<file path="src/rtl/noc_pkg.sv">
// Shared NoC definitions: default field widths, flit field offsets, injector FSM states.
package noc_pkg;

  localparam int unsigned PAYLOAD_W = 8;
  localparam int unsigned COORD_X_W = 2;
  localparam int unsigned COORD_Y_W = 2;

  // Destination {x,y} occupies the low bits of every flit.
  localparam int unsigned DST_LSB = 0;

  function automatic int unsigned src_y_lsb(input int unsigned xs, input int unsigned ys);
    return xs + ys;
  endfunction

  function automatic int unsigned src_x_lsb(input int unsigned xs, input int unsigned ys);
    return xs + 2 * ys;
  endfunction

  function automatic int unsigned payload_lsb(input int unsigned xs, input int unsigned ys);
    return 2 * xs + 2 * ys;
  endfunction

  typedef enum logic {
    IDLE = 1'b0,
    SEND = 1'b1
  } inj_state_t;

endpackage

</file>
<file path="src/rtl/sync_fifo.sv">
// Synchronous FIFO with head and head+1 read ports so a consumer can chain entries.
module sync_fifo #(
  parameter int unsigned WIDTH = 8,
  parameter int unsigned DEPTH = 4
) (
  input  logic                       clk,
  input  logic                       rst,
  input  logic                       push,
  input  logic                       pop,
  input  logic [WIDTH-1:0]           wr_data,
  output logic [WIDTH-1:0]           rd_data,
  output logic [WIDTH-1:0]           rd_next,
  output logic                       full,
  output logic                       empty,
  output logic [$clog2(DEPTH):0]     count
);

  localparam int unsigned AW = $clog2(DEPTH);
  localparam int unsigned CW = AW + 1;

  logic [WIDTH-1:0] mem [DEPTH];
  logic [AW-1:0]    wr_ptr;
  logic [AW-1:0]    rd_ptr;
  logic [AW-1:0]    rd_ptr_inc;
  logic             push_ok;
  logic             pop_ok;

  assign full       = (count == CW'(DEPTH));
  assign empty      = (count == '0);
  assign push_ok    = push & ~full;
  assign pop_ok     = pop & ~empty;
  assign rd_ptr_inc = rd_ptr + 1'b1;
  assign rd_data    = mem[rd_ptr];
  assign rd_next    = mem[rd_ptr_inc];

  // Storage write; contents need no reset since count gates every read.
  always_ff @(posedge clk) begin
    if (push_ok) mem[wr_ptr] <= wr_data;
  end

  // Pointers wrap naturally (power-of-two depth); count tracks occupancy.
  always_ff @(posedge clk) begin
    if (rst) begin
      wr_ptr <= '0;
      rd_ptr <= '0;
      count  <= '0;
    end else begin
      if (push_ok) wr_ptr <= wr_ptr + 1'b1;
      if (pop_ok)  rd_ptr <= rd_ptr_inc;
      case ({push_ok, pop_ok})
        2'b10:   count <= count + 1'b1;
        2'b01:   count <= count - 1'b1;
        default: count <= count;
      endcase
    end
  end

endmodule

</file>
<file path="src/rtl/pe_injector.sv">
// PE injector: buffers neuron payloads and fans each one out as NUM_DEST flits to the switch.
module pe_injector
  import noc_pkg::*;
#(
  parameter int X_COORD     = 2,
  parameter int Y_COORD     = 0,
  parameter int DATA_WIDTH  = PAYLOAD_W,
  parameter int X_SIZE      = COORD_X_W,
  parameter int Y_SIZE      = COORD_Y_W,
  parameter int TOTAL_WIDTH = 2 * X_SIZE + 2 * Y_SIZE + DATA_WIDTH,
  parameter int FIFO_DEPTH  = 4,
  parameter int NUM_DEST    = 2,
  parameter logic [NUM_DEST*(X_SIZE+Y_SIZE)-1:0] DEST_MAP = {2'd3, 2'd0, 2'd2, 2'd1}
) (
  input  logic                          clk,
  input  logic                          rst,
  input  logic [DATA_WIDTH-1:0]         in_data,
  input  logic                          in_valid,
  output logic                          in_ready,
  output logic [TOTAL_WIDTH-1:0]        o_data_sw,
  output logic                          o_valid_sw,
  input  logic                          i_ready_sw,
  output logic [$clog2(FIFO_DEPTH):0]   fifo_count,
  output logic                          busy
);

  localparam int unsigned CW      = $clog2(FIFO_DEPTH) + 1;
  localparam int unsigned COORD_W = X_SIZE + Y_SIZE;
  localparam int unsigned IDX_W   = (NUM_DEST > 1) ? $clog2(NUM_DEST) : 1;
  localparam int unsigned SRC_Y_L = src_y_lsb(X_SIZE, Y_SIZE);
  localparam int unsigned SRC_X_L = src_x_lsb(X_SIZE, Y_SIZE);
  localparam int unsigned PAY_L   = payload_lsb(X_SIZE, Y_SIZE);
  localparam logic [IDX_W-1:0] LAST_IDX = IDX_W'(NUM_DEST - 1);

  inj_state_t              state_q, state_n;
  logic [IDX_W-1:0]        idx_q, idx_n, idx_inc;
  logic [TOTAL_WIDTH-1:0]  data_q, data_n;
  logic                    valid_q, valid_n;
  logic [DATA_WIDTH-1:0]   head, head_next;
  logic                    full, empty, push, pop;

  function automatic logic [TOTAL_WIDTH-1:0] make_flit(input logic [DATA_WIDTH-1:0] payload,
                                                       input logic [IDX_W-1:0]      idx);
    logic [TOTAL_WIDTH-1:0] f;
    f = '0;
    f[DST_LSB +: COORD_W] = DEST_MAP[int'(idx) * COORD_W +: COORD_W];
    f[SRC_Y_L +: Y_SIZE]  = Y_SIZE'(Y_COORD);
    f[SRC_X_L +: X_SIZE]  = X_SIZE'(X_COORD);
    f[PAY_L +: DATA_WIDTH] = payload;
    return f;
  endfunction

  assign in_ready   = ~full;
  assign push       = in_valid & ~full;
  assign o_data_sw  = data_q;
  assign o_valid_sw = valid_q;
  assign busy       = (state_q != IDLE) | ~empty;

  sync_fifo #(
    .WIDTH (DATA_WIDTH),
    .DEPTH (FIFO_DEPTH)
  ) u_fifo (
    .clk     (clk),
    .rst     (rst),
    .push    (push),
    .pop     (pop),
    .wr_data (in_data),
    .rd_data (head),
    .rd_next (head_next),
    .full    (full),
    .empty   (empty),
    .count   (fifo_count)
  );

  // State, destination index and registered flit output.
  always_ff @(posedge clk) begin
    if (rst) begin
      state_q <= IDLE;
      idx_q   <= '0;
      data_q  <= '0;
      valid_q <= 1'b0;
    end else begin
      state_q <= state_n;
      idx_q   <= idx_n;
      data_q  <= data_n;
      valid_q <= valid_n;
    end
  end

  // Next-state and flit selection. The head payload stays in the FIFO until its last
  // flit is accepted; rd_next lets the following payload start without a bubble.
  always_comb begin
    state_n = state_q;
    idx_n   = idx_q;
    data_n  = data_q;
    valid_n = valid_q;
    pop     = 1'b0;
    idx_inc = idx_q + 1'b1;
    case (state_q)
      IDLE: begin
        if (!empty) begin
          data_n  = make_flit(head, '0);
          valid_n = 1'b1;
          idx_n   = '0;
          state_n = SEND;
        end
      end
      SEND: begin
        if (valid_q && i_ready_sw) begin
          if (idx_q != LAST_IDX) begin
            idx_n  = idx_inc;
            data_n = make_flit(head, idx_inc);
          end else begin
            pop   = 1'b1;
            idx_n = '0;
            if (fifo_count > CW'(1)) begin
              data_n = make_flit(head_next, '0);
            end else begin
              valid_n = 1'b0;
              state_n = IDLE;
            end
          end
        end
      end
      default: state_n = IDLE;
    endcase
  end

endmodule

</file>
<file path="config.mk">
export PLATFORM = sky130hd
export DESIGN_NAME = pe_injector
export DESIGN_NICKNAME = d
export VERILOG_FILES = /design/src/rtl/noc_pkg.sv /design/src/rtl/sync_fifo.sv /design/src/rtl/pe_injector.sv
export SDC_FILE = /design/constraint.sdc
export NUM_CORES = 1
export LEC_CHECK = 0
export BUFFER_PORTS_ARGS = -buffer_cell sky130_fd_sc_hd__buf_2
export CELL_PAD_IN_SITES_DETAIL_PLACEMENT = 1
export CELL_PAD_IN_SITES_GLOBAL_PLACEMENT = 1
export CORE_MARGIN = 2
export CORE_UTILIZATION = 45
export CTS_CLUSTER_SIZE = 16
export DETAILED_ROUTE_END_ITERATION = 16
export GPL_TIMING_DRIVEN = 1
export HOLD_SLACK_MARGIN = 0.03
export PLACE_DENSITY = 0.75
export SLEW_MARGIN = 20
export SYNTH_ARGS = -nofsm -noshare
export SYNTH_HDL_FRONTEND = slang
export SYNTH_SLANG_ARGS = --single-unit
</file>
<file path="constraint.sdc">
create_clock -name clk -period 5.9 [get_ports clk]
set_input_delay 1.18 -clock clk [delete_from_list [all_inputs] [get_ports clk]]
set_output_delay 1.18 -clock clk [all_outputs]
set_load 0.005 [all_outputs]
</file>
### Word-level counts from Yosys, hierarchy flattened

Memories as Yosys holds them, arrays and structs flattened. A register that Yosys moved wholly into a read port is not among the register bits.
Cells that the tools add are included.
Widths: inputs -> output; s select.

* memory bits (writable): 32
* input port bits: 12
* logic and storage cells: 63
* output and inout bits: 22
* bits in registers: 26
* memories: 1

Memories
* u_fifo.mem: depth 4, bits a word 8, rd ports 2, clocked after memory_dff 1, wr ports 1, line sync_fifo.sv:21 `logic [WIDTH-1:0] mem [DEPTH];`

* shift-type cells: 1
* multiplexer cells: 27
* bitwise logic cells: 7
* eq/ne operators: 8
* order comparisons: 1
* reductions and logical operators: 6
* add/subtract/negate cells: 5

Operator list (number)
* $mux 16: 4
* $pmux 16 s2: 1
* $mux 1: 16
* $shiftx 8x4->4 const A: 1
* $pmux 1 s2: 3
* $pmux 3 s2: 1
* $add 2x1->2 const B: 2
* $mux 2: 2
* $ne 2x1->1 const B: 2
* $ne 2x2->1 const B: 2
* $reduce_and 4->1: 1
* $add 3x1->3 const B: 1
* $and 1x1->1: 3
* $eq 3x3->1 const B: 1
* $gt 3x1->1 const B: 1
* $logic_not 3->1: 1
* $ne 3x2->1 const B: 1
* $not 1->1: 3
* $reduce_and 3->1: 1
* $sub 3x1->3 const B: 1
* $eq 2x1->1 const B: 1
* $eq 2x2->1 const B: 1
* $reduce_and 2->1: 1
* $reduce_bool 2->1: 1
* 3 further kinds: 3

### Logic depth before layout (Yosys ltp)

* word-level depth: 6
* depth in mapped cells: 8
* gate-level depth less buffers: 8

### Cells and area by module

From an unflattened synthesis, not the netlist that was laid out.

* cells, all modules: 196
* area, all modules: 2671.3 µm²

By module, submodules not included
* sync_fifo: seq. area each 1141.1 µm², area an instance 1824.2 µm², times used 1, cells an instance 106
* pe_injector: seq. area each 280.3 µm², area an instance 847.1 µm², times used 1, cells an instance 90

### Least setup slack after synthesis

Ideal clock, no wire load.

* kind: input to register
* start: input in_valid
* end: register u_fifo.count[2]
* setup time: 0.071 ns
* data arrival time: 2.425 ns
* buffers on the path: 0
* stages on the path: 5
* slack: 3.404 ns
* data required time: 5.829 ns
* path through: a21boi_1 > inv_1 > ha_1 > or3_1 > a21oi_1

* word-level cells in the longest chain between the ends: 4
* elaborated cells on any way between the ends: 6
* classes of those cells: eq/ne (2); mux (1); bitwise (2); reduce/logical (1)

RTL lines
* start: declaration: line pe_injector.sv:18 `input logic in_valid,`
* $and 1x1->1 *: line pe_injector.sv:54 `assign push = in_valid & ~full;`
* $and 1x1->1 *: line sync_fifo.sv:30 `assign push_ok = push & ~full;`
* $eq 2x1->1 or $eq 2x2->1 (tied branches): line sync_fifo.sv:50 `case ({push_ok, pop_ok})`
* $pmux 3 s2 or $reduce_bool 2->1 (tied branches)
* end signal: assignment: line sync_fifo.sv:51 `2'b10: count <= count + 1'b1;`
* end signal: assignment: line sync_fifo.sv:52 `2'b01: count <= count - 1'b1;`
* end signal: assignment: line sync_fifo.sv:53 `default: count <= count;`
* end: declaration: line sync_fifo.sv:15 `output logic [$clog2(DEPTH):0] count`

Every way passes the cells marked *; elsewhere a longest branch is shown, timed or not.
A chain may end at the register's enable or synchronous reset.

### Worst setup path in the final report

* start: register u_fifo.count[1]
* end: output busy

* word-level cells in the longest chain between the ends: 3

RTL lines
* $logic_not 3->1: line sync_fifo.sv:29 `assign empty = (count == '0);`
* $not 1->1: line pe_injector.sv:57 `assign busy = (state_q != IDLE) | ~empty;`
* $or 1x1->1: line pe_injector.sv:57
* end: declaration: line pe_injector.sv:24 `output logic busy`

No other way between the ends.

==> results.md <==
* Die W at 79.0 µm
* Synthesized flop and latch total at 55
* Die height at 79.0 µm
* Worst-path clk slew at 0.10 ns
* Setup Crit Path Kind: flip-flop to output pin
* DR vias at 1552
* RSZ-0062 raised after global routing: false
* H-tree depth at 2
* Final hold vios at 0
* First-pass DRT Iterations at 5
* Layout net count at 232
* GRT Resource Usage Total at 18.8%
* Cts bufs inserted at 5
* Slew headroom at 54.2%
* Initial drt markers at 69
* Register-to-Register Path Depth at 7
* Clk root buf: clkbuf_8
* Post-Route WL at 5440 µm
* Nature of the critical path startpoint: flip-flop
* Total power at 0.774 mW
* Primary FF master, synth: edfxtp_1
* Overflow left after global routing at 0
* CTS tree: done
* Hold Path Class: flip-flop to flip-flop
* # rows at 27
* Clock power share at 27.2%
* Vias per Instance at 5.46
* Switching Share at 26.4%
* WL/cell at 19.2 µm
* Clock skew at 0.0139 ns
* Hold path startpoint: o_data_sw[2]$_SDFFE_PP0P_
* Synth Instances at 187
* Longest Clk Path Bufs at 2
* Critical-path top delay cell: dfxtp_1
* NetSw at 0.205 mW
* Sequential share of power at 58.7%
* Fin crit share at 46.3%
* Crit-path cells: inv_1 > ha_1 > nor3b_2 > inv_1 > buf_2
* Comb pwr share at 14.1%
* Worst skew pair latency at 0.31 ns
* Crit path max fanout at 4
* Synth unique cells at 33
* Worst r2r src: u_fifo.count[0]$_SDFFE_PP0P_
* Min Tclk post-route at 2.73 ns
* Worst R2R Setup Slack at 3.51 ns
* Crit-path most repeated cell: inv_1
* Total clock sinks at 55
* IO Pins at 34
* Final setup TNS at 0 ns
* # hold bufs at CTS at 0
* Crit path DAT at 1.55 ns
* Post-DP HPWL at 3910 µm
* Number of synthesized flops with an enable pin at 32
* Syn. warnings at 0
* Global-route wire length before repair at 8740 µm
* Max Cap Violations at 0
* Share of cells above drive strength 1 at 28.3%
* Asr flop ratio synth at 0%
* Initial core utilization at 46.2%
* Number of diodes at 0
* Largest net degree at the start of global routing at 23
* WP data required at 4.72 ns
* Hold Path Stages at 2
* # setup viols final at 0
* Post-CTS setup buffer count at 0
* Area grow syn2layout at 9.30%
* Post-CTS Resized at 0
* Worst Hold Endpoint: o_data_sw[2]$_SDFFE_PP0P_
* VDD IR max at 0.177 mV
* Crit Reg-Reg Endpoint: u_fifo.count[2]$_SDFFE_PP0P_
* Slew @ Worst Pin at 0.685 ns
* Netlist Area Pre-Place at 2530 µm²
* Syn Area/Cell at 13.5 µm²
* Power per cell area at 280 nW/µm²
* Die area at 6240 µm²
* Port Buffers at 29
* Leak at 1.01 nW
* Crit end category: output pin
* Core Area at 5470 µm²
* Global placement routability congestion at 0.748
* Status: finished clean
* Max incr delay on CP at 0.35 ns
* DR DRC count at 0
* Max Slew Vio Count at 0
* Peak Freq at 366 MHz
* Final ANT Viol Nets at 0
* Int Pwr at 0.569 mW
* Vias in the first global route at 1641
* Initial antenna violation count at 0
* Post-synthesis sequential area ratio at 56.2%
## sequential cells by signal, summed over array words and instances (netlist names), named ones only
| register | cells |
|---|---|
| u_fifo.mem | 32 |
| o_data_sw | 11 |
| u_fifo.count | 3 |
| u_fifo.rd_ptr | 2 |
| u_fifo.wr_ptr | 2 |
| idx_q | 1 |
| o_valid_sw | 1 |
| state_q | 1 |
## cells in the final DEF, fill, tap and decap left out, drive strengths merged, types with 3 or more instances in the layout
cell type | Yosys | routed
a211oi | 4 | 4
a21oi | 15 | 15
a311oi | 7 | 7
and2 | 5 | 5
buf | 10 | 29
clkbuf | 5 | 6
conb | 1 | 4
dfxtp | 23 | 23
edfxtp | 32 | 32
ha | 9 | 9
inv | 7 | 7
mux4 | 16 | 16
nand2 | 17 | 17
nor2 | 15 | 15
nor3 | 3 | 3
xnor2 | 3 | 3
## critical path, delay by kind of cell (launching register included)
| kind | cells | cell delay (ns) |
|---|---|---|
| flops | 1 | 0.35 |
| buf+inv | 3 | 0.33 |
| simple gates | 1 | 0.33 |
| fa+ha+maj | 1 | 0.23 |
## synth_stat cells, types with 2 or more instances
| library cell | number | area, µm² |
|---|---|---|
| a211oi_1 | 4 | 30.0 |
| a21oi_1 | 14 | 70.1 |
| a311oi_1 | 7 | 61.3 |
| and2_1 | 4 | 25.0 |
| buf_2 | 2 | 10.0 |
| buf_4 | 7 | 52.6 |
| clkbuf_1 | 4 | 15.0 |
| dfxtp_1 | 23 | 460 |
| edfxtp_1 | 32 | 961 |
| ha_1 | 9 | 113 |
| inv_1 | 7 | 26.3 |
| mux2i_1 | 2 | 20.0 |
| mux4_2 | 16 | 360 |
| nand2_1 | 16 | 60.1 |
| nor2_1 | 15 | 56.3 |
| nor3_1 | 3 | 15.0 |
| o21ai_0 | 2 | 10.0 |
| or3_1 | 2 | 12.5 |
| xnor2_1 | 3 | 26.3 |
| xor2_1 | 2 | 17.5 |
## layout make-up
| type | instances | area [µm²] |
|---|---|---|
| Fill cell | 577 | 2710 |
| Sequential cell | 55 | 1420 |
| Multi-Input combinational cell | 113 | 991 |
| Timing Repair Buffer | 29 | 145 |
| Tap cell | 72 | 90.1 |
| Clock buffer | 6 | 73.8 |
| Inverter | 7 | 26.3 |
| Clock inverter | 2 | 17.5 |
## worst max-delay path by stage
| stage | from | end | slack, ns | depth (start not counted) |
|---|---|---|---|---|
| floorplan | in_valid | u_fifo.count[2]$_SDFFE_PP0P_ | 3.40 | 5 |
| global placement | in_valid | u_fifo.count[2]$_SDFFE_PP0P_ | 3.23 | 6 |
| detailed placement | in_valid | u_fifo.count[2]$_SDFFE_PP0P_ | 3.09 | 6 |
| CTS | u_fifo.count[0]$_SDFFE_PP0P_ | busy | 3.16 | 5 |
| global route | u_fifo.count[0]$_SDFFE_PP0P_ | busy | 3.04 | 5 |
| finish | u_fifo.count[1]$_SDFFE_PP0P_ | busy | 3.17 | 5 |
## layer usage
metal / global-route usage (%) / vias up / wire length, µm / part of all wire [%]
met1: 23.0 / 780 / 2260 / 41
li1: - / 729 / - / -
met2: 34.6 / 39 / 2960 / 54
met4: 3.62 / 0 / 34 / 0.62
met5: 0 / - / 0 / 0
met3: 3.75 / 4 / 188 / 3.5
## stage by stage
stage	instance area, µm²	utilization (%)	instances	setup slack (ns)	hold WS [ns]
after global placement	2670	48.9	276	3.23	0.461
after CTS	2770	50.5	284	3.16	0.508
after global routing	2770	50.5	284	3.04	0.520
after detailed placement	2670	48.9	276	3.09	0.494
final	2770	50.5	284	3.17	0.509
after floorplan	2540	-	190	3.40	0.470
## power groups by stage
stage / combinational (mW) / sequential (mW) / clock, mW
final: 0.109 / 0.454 / 0.210
after global routing: 0.123 / 0.457 / 0.229
after CTS: 0.111 / 0.454 / 0.213
after detailed placement: 0.110 / 0.463 / 0
after global placement: 0.103 / 0.459 / 0
after floorplan: 0.0701 / 0.458 / 0
## cells by family (layout without fill, tap and decap cells)
group | Yosys count | count (layout) | share of synthesized area, %
AOI/OAI and AO/OA | 31 | 31 | 8.16
xor gates and xnor gates | 5 | 5 | 1.73
adders and majority gates | 9 | 9 | 4.45
buffers and inverters | 22 | 44 | 5.09
DFF | 55 | 55 | 56.2
muxes | 18 | 18 | 15.0
other | 1 | 4 | 0.148
and+or+nand+nor | 46 | 46 | 9.20
Note: power is estimated with default switching activity, not from simulation.
